[config.mk]
export PLATFORM = sky130hd
export DESIGN_NAME = piso_drain
export DESIGN_NICKNAME = d
export VERILOG_FILES = /design/src/rtl/piso_drain.sv
export SDC_FILE = /design/constraint.sdc
export NUM_CORES = 1
export LEC_CHECK = 0
export ABC_AREA = 1
export BUFFER_PORTS_ARGS = -buffer_cell sky130_fd_sc_hd__buf_2
export CELL_PAD_IN_SITES_DETAIL_PLACEMENT = 1
export CELL_PAD_IN_SITES_GLOBAL_PLACEMENT = 1
export CORE_UTILIZATION = 45
export CTS_BUF_LIST = sky130_fd_sc_hd__clkbuf_8
export DETAILED_ROUTE_END_ITERATION = 8
export PLACE_DENSITY_LB_ADDON = 0.1
export SLEW_MARGIN = 15
export SYNTH_ARGS = -nofsm -noshare
export SYNTH_HDL_FRONTEND = slang
export SYNTH_SLANG_ARGS = --single-unit
[constraint.sdc]
create_clock -name CLKEXT -period 3 [get_ports CLKEXT]
set_clock_uncertainty 0.15 [all_clocks]
set_input_delay 0.3 -clock CLKEXT [delete_from_list [all_inputs] [get_ports CLKEXT]]
set_output_delay 0.3 -clock CLKEXT [all_outputs]
set_load 0.01 [all_outputs]
[src/rtl/piso_drain.sv]
// piso_drain: sequences the 8-byte output PISO through one load and seven
// shifts per START. It captures the serial bytes into a circular FIFO and
// presents them to the host read port in first-word-fall-through order.
module piso_drain #(
   parameter int DEPTH = 16
) (
   input  logic                   CLKEXT,
   input  logic                   CLR_PISO_DRAIN,
   input  logic                   START,
   input  logic [7:0]             PISO_DATA,
   output logic                   EN_PISO_OUT,
   output logic                   SHIFT_OUT,
   input  logic                   RD,
   output logic [7:0]             RD_DATA,
   output logic                   EMPTY,
   output logic [$clog2(DEPTH):0] COUNT,
   output logic                   BUSY,
   output logic                   DONE,
   output logic                   DROP
);

   localparam int AW = $clog2(DEPTH);
   localparam int CW = AW + 1;
   // A frame is accepted only while at least eight slots are free.
   localparam logic [CW-1:0] FILL_LIMIT = CW'(DEPTH - 8);

   typedef enum logic [1:0] {
      S_IDLE  = 2'd0,
      S_LOAD  = 2'd1,
      S_DRAIN = 2'd2,
      S_DONE  = 2'd3
   } state_t;

   state_t          state;
   state_t          state_nxt;
   logic [2:0]      k;
   logic [2:0]      k_nxt;

   logic [7:0]      mem [DEPTH];
   logic [AW-1:0]   wr_ptr;
   logic [AW-1:0]   rd_ptr;
   logic [CW-1:0]   count;

   logic            room;
   logic            accept;
   logic            push;
   logic            pop;

   assign room   = (count <= FILL_LIMIT);
   assign accept = START && (state == S_IDLE) && room;
   // Every DRAIN cycle captures the byte currently on the PISO output.
   assign push   = (state == S_DRAIN);
   assign pop    = RD && (count != '0);

   // State register: sequencer state and drain index.
   always_ff @(posedge CLKEXT or posedge CLR_PISO_DRAIN) begin
      if (CLR_PISO_DRAIN) begin
         state <= S_IDLE;
         k     <= 3'd0;
      end else begin
         state <= state_nxt;
         k     <= k_nxt;
      end
   end

   // Next-state logic: load once, drain eight bytes, pulse done, return idle.
   always_comb begin
      state_nxt = state;
      k_nxt     = k;
      case (state)
         S_IDLE: begin
            k_nxt = 3'd0;
            if (accept) state_nxt = S_LOAD;
         end
         S_LOAD: begin
            state_nxt = S_DRAIN;
            k_nxt     = 3'd0;
         end
         S_DRAIN: begin
            if (k == 3'd7) begin
               state_nxt = S_DONE;
               k_nxt     = 3'd0;
            end else begin
               k_nxt = k + 3'd1;
            end
         end
         S_DONE: begin
            state_nxt = S_IDLE;
         end
         default: begin
            state_nxt = S_IDLE;
            k_nxt     = 3'd0;
         end
      endcase
   end

   // Output decode: PISO controls and status are pure functions of state and index.
   // The last drain cycle drops EN so the PISO holds data_7 while it is captured.
   always_comb begin
      EN_PISO_OUT = 1'b0;
      SHIFT_OUT   = 1'b0;
      BUSY        = (state != S_IDLE);
      DONE        = (state == S_DONE);
      case (state)
         S_LOAD: begin
            EN_PISO_OUT = 1'b1;
            SHIFT_OUT   = 1'b0;
         end
         S_DRAIN: begin
            EN_PISO_OUT = (k != 3'd7);
            SHIFT_OUT   = (k != 3'd7);
         end
         default: begin
            EN_PISO_OUT = 1'b0;
            SHIFT_OUT   = 1'b0;
         end
      endcase
   end

   // Sticky drop flag: any START that does not start a new frame is recorded.
   always_ff @(posedge CLKEXT or posedge CLR_PISO_DRAIN) begin
      if (CLR_PISO_DRAIN) begin
         DROP <= 1'b0;
      end else if (START && !accept) begin
         DROP <= 1'b1;
      end
   end

   // FIFO pointers and occupancy; push and pop together leave the count unchanged.
   always_ff @(posedge CLKEXT or posedge CLR_PISO_DRAIN) begin
      if (CLR_PISO_DRAIN) begin
         wr_ptr <= '0;
         rd_ptr <= '0;
         count  <= '0;
      end else begin
         if (push) wr_ptr <= wr_ptr + AW'(1);
         if (pop)  rd_ptr <= rd_ptr + AW'(1);
         case ({push, pop})
            2'b10:   count <= count + CW'(1);
            2'b01:   count <= count - CW'(1);
            default: count <= count;
         endcase
      end
   end

   // FIFO storage; contents are don't-care until the pointers make them visible.
   always_ff @(posedge CLKEXT) begin
      if (push) mem[wr_ptr] <= PISO_DATA;
   end

   assign EMPTY   = (count == '0);
   assign COUNT   = count;
   assign RD_DATA = EMPTY ? 8'h00 : mem[rd_ptr];

endmodule

==> impl_metrics.csv <==
group,metric,value,unit
clock_tree,postCtsSetupBuffers,0,
grt,antenna_found_initial,0,
timing,fin_crit_sh,91.05,%
timing,setup_slack,0.2685,ns
run_status,status,"completed",
grt,overflow,0,
timing,fin_crit,2.732,ns
floorplan,num_rows,43,
grt,grt.total_usage,23.68,%
synthesis,synth_cell_types,26,
detailed_routing,dr.pass1.iters,5,
synthesis,async_flop_share,12.93,%
floorplan,io_pins,31,
hold_path,hold_class,"input pin to flip-flop",
timing,hold_viol_final,0,
hold_path,hold_depth,1,
layout,drive_above_1_share,14.15,%
placed_design,place_ws,0.4244,ns
detailed_routing,viasPerCell,5.275,
layout,nNetsFinal,665,
layout,layout_commonest_cell,"nand2_1",
timing,final.setup.tns,0,ns
floorplan,die_x,121.3,um
critical_path,critPathMaxFanout,16,
detailed_routing,wirelength,16.02,mm
critical_path,worstSetupPathType,"flip-flop to primary output",
power_and_ir_drop,ir_worst_vdd,0.5984,mV
synthesis,ys_seq_elements,147,
timing,setup_viol,0,
synthesis,netlist_instances,590,
clock_tree,root_buffer,"clkbuf_8",
placed_design,dp_hpwl,10.49,mm
synthesis,yosys_warnings,0,
synthesis,synth_nets,618,
layout,diodes,0,
timing,relSlewSlack,46.74,%
synthesis,synth_edf_count,128,
clock_tree,tritoncts,"built",
clock_tree,cts_resized,0,
timing,slew_viol_final,0,
grt,grt_max_degree,74,
critical_path,cp.required,2.55,ns
floorplan,coreArea,13880,um^2
critical_path,critPathLaunchType,"flip-flop",
clock_tree,clk_pin_slew,0.08,ns
layout,seq_area,4320,um^2
clock_tree,clkSinkCount,147,
timing,tightest_slew,0.7980,ns
detailed_routing,vias,4378,
power_and_ir_drop,leakage,2.980,nW
critical_path,arrival,2.28,ns
critical_path,cp-end-kind,"primary output",
detailed_routing,drt_iter0_drc,286,
synthesis,seq_area_frac_synth,67.44,%
layout,area_growth_syn_to_layout,12.81,%
synthesis,postSynthAreaPerCell,10.86,um^2
critical_path,cpPeakStageDelay,0.60,ns
floorplan,die_h,121.3,um
clock_tree,cts_made_buffers,17,
clock_tree,clock_latency,0.45,ns
timing,grt_setup_unrepaired,"false",
critical_path,critPathTopFamily,"simple AND/OR/NAND/NOR gates",
detailed_routing,drc_errors,0,
detailed_routing,drt-wirelength-per-cell,19.30,um
synthesis,ys.flop_type,"edfxtp_1",
layout,multiInputGateArea,1792,um^2
layout,nFillCells,1541,
grt,grt_pass1_vias,4525,
critical_path,reg2regPathDepth,15,
detailed_routing,ant_nets,0,
clock_tree,cts_max_path_buffers,2,
critical_path,cp_slowest_cell,"dfrtp_1",
placed_design,place.port_buffers,30,
critical_path,critical_path.cell_chain,"inv_2 > nor2_4 > a21oi_1 > nand3_1 > nand2_1 > nor2_1 > buf_2",
job,drv_cap,0,
placed_design,place_congestion,0.8307,
floorplan,dieArea,14710,um^2
critical_path,path_buf_inv,2,
grt,grt_pass1_wl,24.97,mm
clock_tree,htree_levels,4,
power_and_ir_drop,p_per_area,958.9,nW/um^2
synthesis,syn-cell-area,6405,um^2
critical_path,crit_cells,7,
layout,layout_common_cells,"nand2_1, edfxtp_1, nand3_1, a21oi_1, inv_1",
timing,max_freq,366.1,MHz
floorplan,initial_core_util,46.14,%
[layer usage]
layer / global-route usage, % / wire length, um / vias to the layer above
li1: - / - / 2069
met1: 32.64 / 7540 / 2190
met2: 36.83 / 7563 / 96
met3: 4.370 / 570 / 23
met4: 9.722 / 349 / 0
met5: 0 / 0 / -
[logic make-up after synthesis]
group / share of synthesized area (%)
and+or+nand+nor: 19.13
AOI/OAI and AO/OA: 4.767
adders and majority gates: 3.126
DFF: 67.44
buffers and inverters: 4.591
xor gates and xnor gates: 0.9572
[cell type report]
| cell class | instances | share of cell area (%) |
|---|---|---|
| repair buffers | 50 | 4.433 |
| clock buffers | 17 | 3.238 |
| clock inverters | 15 | 2.615 |
| well taps | 180 | 3.117 |
| multi-input cells | 383 | 24.80 |
| inverters | 38 | 2.009 |
| flip-flops and latches | 147 | 59.79 |
[worst paths after layout]
path                                 from         end  slack [ns]
max                             rd_ptr[2]  RD_DATA[0]        0.27
min                          PISO_DATA[3]   mem[0][3]        0.11
max reg2reg                      state[0]    COUNT[4]        0.44
min reg2reg                          DROP        DROP        0.33
max in group asynchronous  CLR_PISO_DRAIN   rd_ptr[0]        1.77
min in group asynchronous  CLR_PISO_DRAIN    COUNT[2]        0.39
[cells in the mapped netlist, types with 2 or more instances]
cell type | n | share of area, %
ha_1 | 16 | 3.1
inv_2 | 4 | 0.23
o21ai_0 | 16 | 1.3
nor2_2 | 3 | 0.29
nand3_1 | 49 | 3.8
inv_1 | 32 | 1.9
buf_4 | 4 | 0.47
nand2_1 | 211 | 12
a21oi_1 | 42 | 3.3
clkbuf_1 | 2 | 0.12
edfxtp_1 | 128 | 60
buf_6 | 5 | 0.88
buf_2 | 11 | 0.86
xor2_1 | 6 | 0.82
nor2_1 | 30 | 1.8
nand2_2 | 3 | 0.29
dfrtp_1 | 19 | 7.4
[power by group]
group / total, mW / internal, mW / switching (mW)
Sequential: 2.66 / 2.45 / 0.206
Combinational: 2.62 / 0.826 / 1.79
Clock: 1.65 / 0.897 / 0.753
Total: 6.93 / 4.18 / 2.75
[registers in the layout, summed over array words and instances, names as in the netlist]
signal and flops:
COUNT 5, DROP 1, state 2, wr_ptr 4
rd_ptr 4, k 3, mem 128
[stage by stage]
step	power (mW)	utilization (%)	hold slack, ns	area, um^2	instances
final	6.929	52.06	0.1127	7226	830
after global routing	7.391	52.06	0.1081	7226	830
after CTS	6.998	52.06	0.09424	7226	830
after detailed placement	5.344	48.79	0.3222	6773	795
after global placement	5.249	48.79	0.2823	6773	795
after floorplan	4.476	-	0.1011	6405	590
[timing repair]
| item | 4_1_cts | 5_1_grt |
|---|---|---|
| hold buffers | 3 | 0 |
| setup endpoints to repair | 0 | 0 |
| endpoints found under the hold margin | 21 | 0 |
Power figures use the tool's default switching activity.
